**config.mk**
```make
export PLATFORM = sky130hd
export DESIGN_NAME = fetch_sequencer
export DESIGN_NICKNAME = d
export VERILOG_FILES = /design/src/rtl/fetch_pkg.sv /design/src/rtl/fetch_queue.sv /design/src/rtl/fetch_sequencer.sv
export SDC_FILE = /design/constraint.sdc
export NUM_CORES = 1
export LEC_CHECK = 0
export CAP_MARGIN = 0
export CORE_ASPECT_RATIO = 0.8
export CORE_MARGIN = 2
export CORE_UTILIZATION = 45
export DETAILED_ROUTE_END_ITERATION = 8
export PLACE_DENSITY = 0.71
export SLEW_MARGIN = 30
export SYNTH_ARGS = -nofsm -noshare
export SYNTH_HDL_FRONTEND = slang
export SYNTH_SLANG_ARGS = --single-unit
```
**constraint.sdc**
```tcl
create_clock -name clk -period 8.07 [get_ports clk]
set_input_delay 1.614 -clock clk [delete_from_list [all_inputs] [get_ports clk]]
set_output_delay 1.614 -clock clk [all_outputs]
set_load 0.02 [all_outputs]
```
**src/rtl/fetch_pkg.sv**
```systemverilog
`default_nettype none
// ============================================================================
// Module   : fetch_pkg
// Purpose  : Shared types and constants for the instruction fetch sequencer.
// Revision : 1.0 - initial release
// ============================================================================
package fetch_pkg;

  // Fetch controller operating states
  typedef enum logic [1:0] {
    FS_RUN   = 2'd0,
    FS_HALT  = 2'd1,
    FS_FAULT = 2'd2
  } fetch_state_t;

  // One buffered fetch: address and the word read from it
  typedef struct packed {
    logic [31:0] pc;
    logic [31:0] word;
  } fetch_entry_t;

  localparam logic [5:0]  OPC_J         = 6'b000010;
  localparam logic [31:0] IMEM_UNMAPPED = 32'hFFFF_FFFF;

  // A J instruction whose pseudo-direct target is its own address
  function automatic logic is_self_jump(input logic [31:0] pc, input logic [31:0] word);
    return (word[31:26] == OPC_J) && ({pc[31:28], word[25:0], 2'b00} == pc);
  endfunction

endpackage
`default_nettype wire

```
**src/rtl/fetch_queue.sv**
```systemverilog
`default_nettype none
// ============================================================================
// Module   : fetch_queue
// Purpose  : QDEPTH-entry FIFO of fetched words; entry 0 is always the head.
//            flush empties the queue in the same cycle (a concurrent pop is
//            simply absorbed by the flush).
// Revision : 1.0 - initial release
// ============================================================================
module fetch_queue
  import fetch_pkg::*;
#(
  parameter int QDEPTH = 2
) (
  input  logic         clk,
  input  logic         rst_n,
  input  logic         push,
  input  fetch_entry_t push_data,
  input  logic         pop,
  input  logic         flush,
  output logic         full,
  output logic         empty,
  output fetch_entry_t head
);

  localparam int CW = $clog2(QDEPTH + 1);

  fetch_entry_t  r_mem [QDEPTH];
  logic [CW-1:0] r_count;

  fetch_entry_t  w_mem_next [QDEPTH];
  logic [CW-1:0] w_count_next;
  logic [CW-1:0] w_wr_idx;

  // Shift on pop, write the new entry behind the surviving ones
  always_comb begin
    w_wr_idx = r_count - CW'(pop);
    for (int i = 0; i < QDEPTH; i++) begin
      w_mem_next[i] = r_mem[i];
    end
    if (pop) begin
      for (int i = 0; i < QDEPTH - 1; i++) begin
        w_mem_next[i] = r_mem[i + 1];
      end
    end
    for (int i = 0; i < QDEPTH; i++) begin
      if (push && (CW'(i) == w_wr_idx)) begin
        w_mem_next[i] = push_data;
      end
    end
    if (flush) begin
      w_count_next = '0;
    end else begin
      w_count_next = r_count - CW'(pop) + CW'(push);
    end
  end

  // Storage and occupancy registers; reset clears contents so the head reads zero
  always_ff @(posedge clk) begin
    if (!rst_n) begin
      r_count <= '0;
      for (int i = 0; i < QDEPTH; i++) begin
        r_mem[i] <= '0;
      end
    end else begin
      r_count <= w_count_next;
      for (int i = 0; i < QDEPTH; i++) begin
        r_mem[i] <= w_mem_next[i];
      end
    end
  end

  assign full  = (r_count == CW'(QDEPTH));
  assign empty = (r_count == '0);
  assign head  = r_mem[0];

endmodule
`default_nettype wire

```
**src/rtl/fetch_sequencer.sv**
```systemverilog
`default_nettype none
// ============================================================================
// Module   : fetch_sequencer
// Purpose  : Drives the combinational instruction ROM, owns the PC, buffers
//            fetched words toward decode, handles redirects, flags unmapped
//            fetches / misaligned targets. Define FETCH_HALT_DETECT_EN to stop
//            fetching on a self-jump idle loop.
// Revision : 1.0 - initial release
// ============================================================================
module fetch_sequencer
  import fetch_pkg::*;
#(
  parameter logic [31:0] RESET_PC = 32'h0000_0000,
  parameter int          QDEPTH   = 2
) (
  input  logic        clk,
  input  logic        rst_n,
  output logic [31:0] imem_addr,
  input  logic [31:0] imem_word,
  input  logic        redirect_valid,
  input  logic [31:0] redirect_target,
  output logic        instr_valid,
  input  logic        instr_ready,
  output logic [31:0] instr_word,
  output logic [31:0] instr_pc,
  output logic        halted,
  output logic        fetch_fault,
  output logic [31:0] fault_pc
);

`ifdef FETCH_HALT_DETECT_EN
  localparam bit c_HALT_EN = 1'b1;
`else
  localparam bit c_HALT_EN = 1'b0;
`endif

  fetch_state_t r_state, w_state_next;
  logic [31:0]  r_pc, w_pc_next;
  logic [31:0]  r_fault_pc, w_fault_pc_next;

  logic         w_push, w_pop, w_full, w_empty, w_fetch;
  fetch_entry_t w_head;

  // Redirect wins; otherwise fetch when running and the queue has room after this pop
  always_comb begin
    w_state_next    = r_state;
    w_pc_next       = r_pc;
    w_fault_pc_next = r_fault_pc;
    w_push          = 1'b0;
    w_pop           = !w_empty && instr_ready;
    w_fetch         = (r_state == FS_RUN) && !redirect_valid && (!w_full || w_pop);
    if (redirect_valid) begin
      w_pc_next = redirect_target;
      if (redirect_target[1:0] != 2'b00) begin
        w_state_next    = FS_FAULT;
        w_fault_pc_next = redirect_target;
      end else begin
        w_state_next = FS_RUN;
      end
    end else if (w_fetch) begin
      if (imem_word == IMEM_UNMAPPED) begin
        w_state_next    = FS_FAULT;
        w_fault_pc_next = r_pc;
      end else begin
        w_push = 1'b1;
        if (is_self_jump(r_pc, imem_word)) begin
          // PC holds on a self-jump; only the halt transition is optional
          if (c_HALT_EN) begin
            w_state_next = FS_HALT;
          end
        end else begin
          w_pc_next = r_pc + 32'd4;
        end
      end
    end
  end

  // State, PC and fault address registers
  always_ff @(posedge clk) begin
    if (!rst_n) begin
      r_state    <= FS_RUN;
      r_pc       <= RESET_PC;
      r_fault_pc <= '0;
    end else begin
      r_state    <= w_state_next;
      r_pc       <= w_pc_next;
      r_fault_pc <= w_fault_pc_next;
    end
  end

  fetch_queue #(
    .QDEPTH (QDEPTH)
  ) u_queue (
    .clk       (clk),
    .rst_n     (rst_n),
    .push      (w_push),
    .push_data ({r_pc, imem_word}),
    .pop       (w_pop),
    .flush     (redirect_valid),
    .full      (w_full),
    .empty     (w_empty),
    .head      (w_head)
  );

  assign imem_addr   = r_pc;
  assign instr_valid = !w_empty;
  assign instr_word  = w_head.word;
  assign instr_pc    = w_head.pc;
  assign halted      = c_HALT_EN && (r_state == FS_HALT);
  assign fetch_fault = (r_state == FS_FAULT);
  assign fault_pc    = r_fault_pc;

endmodule
`default_nettype wire
```
Word-level counts from Yosys, hierarchy flattened. Memory sizes are Yosys's and may differ from the RTL's. Cells that the tools add are included.

$add $sub $neg: 3. Equal/unequal tests: 9. Muxes and demuxes: 22. Bitwise gates (word level): 3. Reduce and logical (&&, ||, !) cells: 20.

Operators by type and width (number): $mux 64 (5); $mux 32 (8); $add 32x3->32 const B (1); $eq 32x32->1 const B (1); $eq 28x28->1 (1); $mux 2 (4); $eq 6x2->1 const B (1); $logic_and 1x1->1 (6); $logic_not 2->1 (3); $reduce_and 3->1 (2); $reduce_bool 2->1 (3); $mux 1 (5); $eq 2x2->1 const B (2); $ne 2x2->1 const B (2); $logic_not 1->1 (3); $add 2x1->2 (1); $eq 1x2->1 const A (1); $ne 2x1->1 const B (1); $or 1x1->1 (2); $reduce_and 2->1 (1); $reduce_or 2->1 (1); $sub 2x1->2 (1); $logic_or 1x1->1 (1); $not 1->1 (1).

Bits in registers: 68. Bits in writable memories: 128. Input port bits: 68. Output and inout port bits: 131. Logic and storage cells: 62. Memories kept: 1.

Memory list: u_queue.r_mem (depth 2, width 64, rd ports 2, clocked after memory_dff 0, wr ports 2, RTL line fetch_queue.sv:27) `fetch_entry_t r_mem [QDEPTH];`.

Logic depth before layout (Yosys ltp).
Word-level depth: 10. Gate-level depth with buffers: 12. Gate-level depth less buffers: 8.

Modules after synthesis. From an unflattened synthesis, not the netlist that was laid out.

Cell total of the unflattened synthesis: 1112. Area total of the unflattened synthesis: 10073.4 um2.

Modules (own cells, without submodules): fetch_queue (instances 1, cells an instance 640, area each 6157.2 um2, sequential area each 2602.5 um2); fetch_sequencer (instances 1, cells an instance 472, area each 3916.3 um2, sequential area each 1301.2 um2).

Worst setup path before layout. Ideal clock, no wire load.

Kind: input to register. Start point: input port instr_ready. End point: memory u_queue.r_mem[0][55] (netlist name). Library setup time: 0.116 ns. Data arrival time: 3.786 ns. Data required time: 7.954 ns. Path slack: 4.167 ns. Stages: 10. Buffers on the path: 4. Cell sequence: nand2_1 clkbuf_1 clkbuf_1 inv_1 ha_1 xnor2_1 nand4_1 clkbuf_1 clkbuf_1 o211a_1.

RTL lines: from (decl) (RTL line fetch_sequencer.sv:23) `input logic instr_ready,`; to (decl) (RTL line fetch_queue.sv:27).

==> results.env <==
SYNTH-EDFF-COUNT=0
HTREE_NUM_LEVELS=4
HOLD_PATH.CLASS='register to register'
FIN_AREA_UM2=12150
YOSYS-TOP-CELLS-AREA='sky130_fd_sc_hd__dfxtp_1 (39%), sky130_fd_sc_hd__mux2i_1 (15%), sky130_fd_sc_hd__o211a_1 (9.7%)'
POSTPLACECELLAREA_UM2=11490
ASYNC_FLOP_SHARE_PCT=0
POST_SYNTHESIS_INSTANCE_TOTAL=1059
LAYOUT_WORST_PATH_CYCLE_SHARE_PCT=54.58
CRIT_FANOUT=67
POSTCTSSETUPBUFFERS=0
GRT_USE_TOTAL_PCT=23.63
SYNTHTOLAYOUTAREAGROWTH_PCT=22.30
FIRST_PASS_GRT_WIRE_LENGTH_UM=41810
TIMING.CRITICAL_PATH.TO_TYPE='register'
CRIT_REQUIRED_NS=8.40
PATH_DELAY_FAMILY='buffers and inverters'
FIRST_GLOBAL_VIAS=7225
UNREPAIRED_SETUP_ENDPOINTS_AFTER_GLOBAL_ROUTING='false'
SETUP_VIOLATIONS=0
FIN_SKEW_NS=0.009434
TIMING.SLEW.HEADROOM_PCT=31.70
DRT-TOTAL-WL_UM=27670
ROUTE.ANTENNA.REMAINING_NETS=0
SLEW_VIOL_FINAL=0
CTS-ROOT-TO-SINK-BUFFERS=2
ANTENNA_FOUND_INITIAL=1
AVGSYNTHCELLAREA_UM2=9.381
GRT_MAX_DEGREE=126
CRITPATHKIND='primary input to register'
DRIVE_ABOVE_1_SHARE_PCT=5.682
CTS_TREE='done'
MAXCLOCKFREQUENCY_MHz=227.0
POSTSYNTHNETCOUNT=1130
DIE_WIDTH_UM=170.1
CLKLATENCYLATEPIN_NS=0.43
CLKTRANSATPATHREGS_NS=0.07
IO_PINS=199
TIMING.FINAL.CRIT_PERIOD_NS=4.404
DRT-WIRELENGTH-PER-CELL_UM=19.48
POST-LAYOUT-TOTAL-POWER_uW=2640
SETUP_WS_NS=3.666
TIMING.CRITICAL_PATH.BUF_INV=3
SYNTH_LARGEST_TYPE_AREA_FRACTION_PCT=39.29
CORE_REGION_AREA_UM2=21620
GRT_OVERFLOW_TOTAL=0
FRACTION_OF_THE_YOSYS_AREA_TAKEN_BY_SEQUENTIAL_CELLS_PCT=39.29
VDD_IR_DROP_MAX_V=0.0001071
PLACE_CONGESTION=0.8981
NUM_ROWS=48
PRE_CTS_WORST_SETUP_SLACK_NS=3.146
FP.DIEAREA_UM2=23290
NUMBER_OF_CELLS_UPSIZED_OR_DOWNSIZED_AFTER_CTS=0
DR.FIRST_ITER.DRC_COUNT=674
HOLD_VIOL_FINAL=0
WORSTPATHARRIVAL_NS=4.73
REMAINING_DRC_ERRORS=0
RUN_STATUS='completed'
NUMCTSBUFFERS=17
FINAL_NETS=1202
CTS-ROOT-BUF='sky130_fd_sc_hd__clkbuf_16'
YS_TYPES=53
CELLPOWERDENSITY_nW_PER_UM2=217.2
FINAL_CELL_MIX='sky130_fd_sc_hd__dfxtp_1 (195), sky130_fd_sc_hd__clkdlybuf4s50_1 (195), sky130_fd_sc_hd__mux2i_1 (151), sky130_fd_sc_hd__nand2_1 (116), sky130_fd_sc_hd__o211a_1 (96)'
LAYOUT.CORE_UTILIZATION_PCT=56.20
SYNTHDOMINANTAREACELLTYPE='sky130_fd_sc_hd__dfxtp_1'
PORT_BUFFERS=197
INITIAL_CORE_UTIL_PCT=45.95
PLACE_HPWL_UM=19330
YOSYS_WARNINGS=0
DIE_H_UM=136.9
YS_FF_LATCH=195
WORST_PATH_MAX_DELAY_CELL='sky130_fd_sc_hd__buf_4'
VIAS=7962
YS_DOMINANT_REG_CELL='sky130_fd_sc_hd__dfxtp_1'
CELLS_ALONG_THE_CRITICAL_PATH='clkdlybuf4s50_1, nand4_1, nor4_1, nand3_1, nand4_1, buf_4, buf_4, nand2_1, o211a_1'
CRITPATHMAXSTAGEDELAY_NS=0.61
FINALSETUPTNS_NS=0
VIA_PER_INST=5.607
STARTPOINT_TYPE='primary input'
TIMING_WORST_SLEW_PIN_VALUE_NS=1.010
DRT_FIRST_PASS_ITERS=5
POWER.LEAKAGE_uW=0.006100
HOLD_FIX_BUFFERS_CTS=0
CLKSINKCOUNT=195
NETLIST_AREA_BEFORE_PLACEMENT_UM2=9935
CAP_VIOLATIONS=0
[metrics by stage]
step / cells / hold slack, ns
floorplan: 1059 / 0.4849
CTS: 1418 / 0.5072
global route: 1420 / 0.5246
finish: 1420 / 0.5019
detailed placement: 1386 / 0.4874
global placement: 1386 / 0.4799
[cell type report]
| class | instances | area (um^2) |
|---|---|---|
| Inverter | 9 | 33.78 |
| Timing Repair Buffer | 211 | 2073 |
| Fill cell | 1935 | 9470 |
| Antenna cell | 1 | 2.502 |
| Clock buffer | 20 | 446.7 |
| Sequential cell | 195 | 3904 |
| Clock inverter | 12 | 193.9 |
| Tap cell | 275 | 344.1 |
| Multi-Input combinational cell | 697 | 5152 |
[per-layer routing]
| metal | vias up | part of all wire, % | GRT usage, % |
|---|---|---|---|
| met2 | 271 | 41 | 34.55 |
| met5 | - | 0 | 0 |
| met4 | 0 | 1.2 | 5.033 |
| li1 | 3866 | - | - |
| met3 | 19 | 7.0 | 5.842 |
| met1 | 3806 | 50 | 35.01 |
[final timing paths]
check	endpoint	startpoint	cells after the start	slack, ns
worst max-delay path	u_queue.r_mem[0][45]$_SDFFE_PN0P_	imem_word[6]	9	3.67
worst min-delay path	fault_pc[16]$_SDFFE_PN0P_	fault_pc[16]$_SDFFE_PN0P_	1	0.50
worst max register to register	u_queue.r_mem[0][45]$_SDFFE_PN0P_	u_queue.r_count[1]$_SDFF_PP0_	10	5.05
worst min register to register	fault_pc[16]$_SDFFE_PN0P_	fault_pc[16]$_SDFFE_PN0P_	1	0.50
[sequential cells by signal, indices dropped and copies added, names as in the netlist]
register         flops
r_state              1
u_queue.r_mem      128
fault_pc            32
u_queue.r_count      2
imem_addr           32
[Yosys cell counts, types with 10 or more instances]
master	count
sky130_fd_sc_hd__a21oi_1	10
sky130_fd_sc_hd__a31oi_1	15
sky130_fd_sc_hd__buf_2	18
sky130_fd_sc_hd__buf_4	65
sky130_fd_sc_hd__clkbuf_1	67
sky130_fd_sc_hd__dfxtp_1	195
sky130_fd_sc_hd__mux2i_1	151
sky130_fd_sc_hd__nand2_1	117
sky130_fd_sc_hd__nand3_1	18
sky130_fd_sc_hd__nand4_1	32
sky130_fd_sc_hd__nor2_1	19
sky130_fd_sc_hd__nor2b_1	74
sky130_fd_sc_hd__nor3_1	12
sky130_fd_sc_hd__o211a_1	96
sky130_fd_sc_hd__o21ai_0	27
sky130_fd_sc_hd__or4_1	10
sky130_fd_sc_hd__xnor2_1	24
[report_power, final]
part	internal, uW	leakage, uW	switching, uW	total [uW]
Clock	536	0.000309	395	931
Sequential	1040	0.00160	77.9	1120
Combinational	280	0.00419	309	589
[cell families after synthesis]
family	count (synthesis)	share of synthesized area [%]
AND/OR/NAND/NOR	325	17.34
AO/OA/AOI/OAI	183	15.53
multiplexers	156	15.78
other	1	0.03775
XOR/XNOR	29	2.557
flip-flops	195	39.29
buffers and inverters	167	9.081
adder cells (fa/ha/maj)	3	0.3779
No activity file was read; power rests on OpenSTA's default activity.
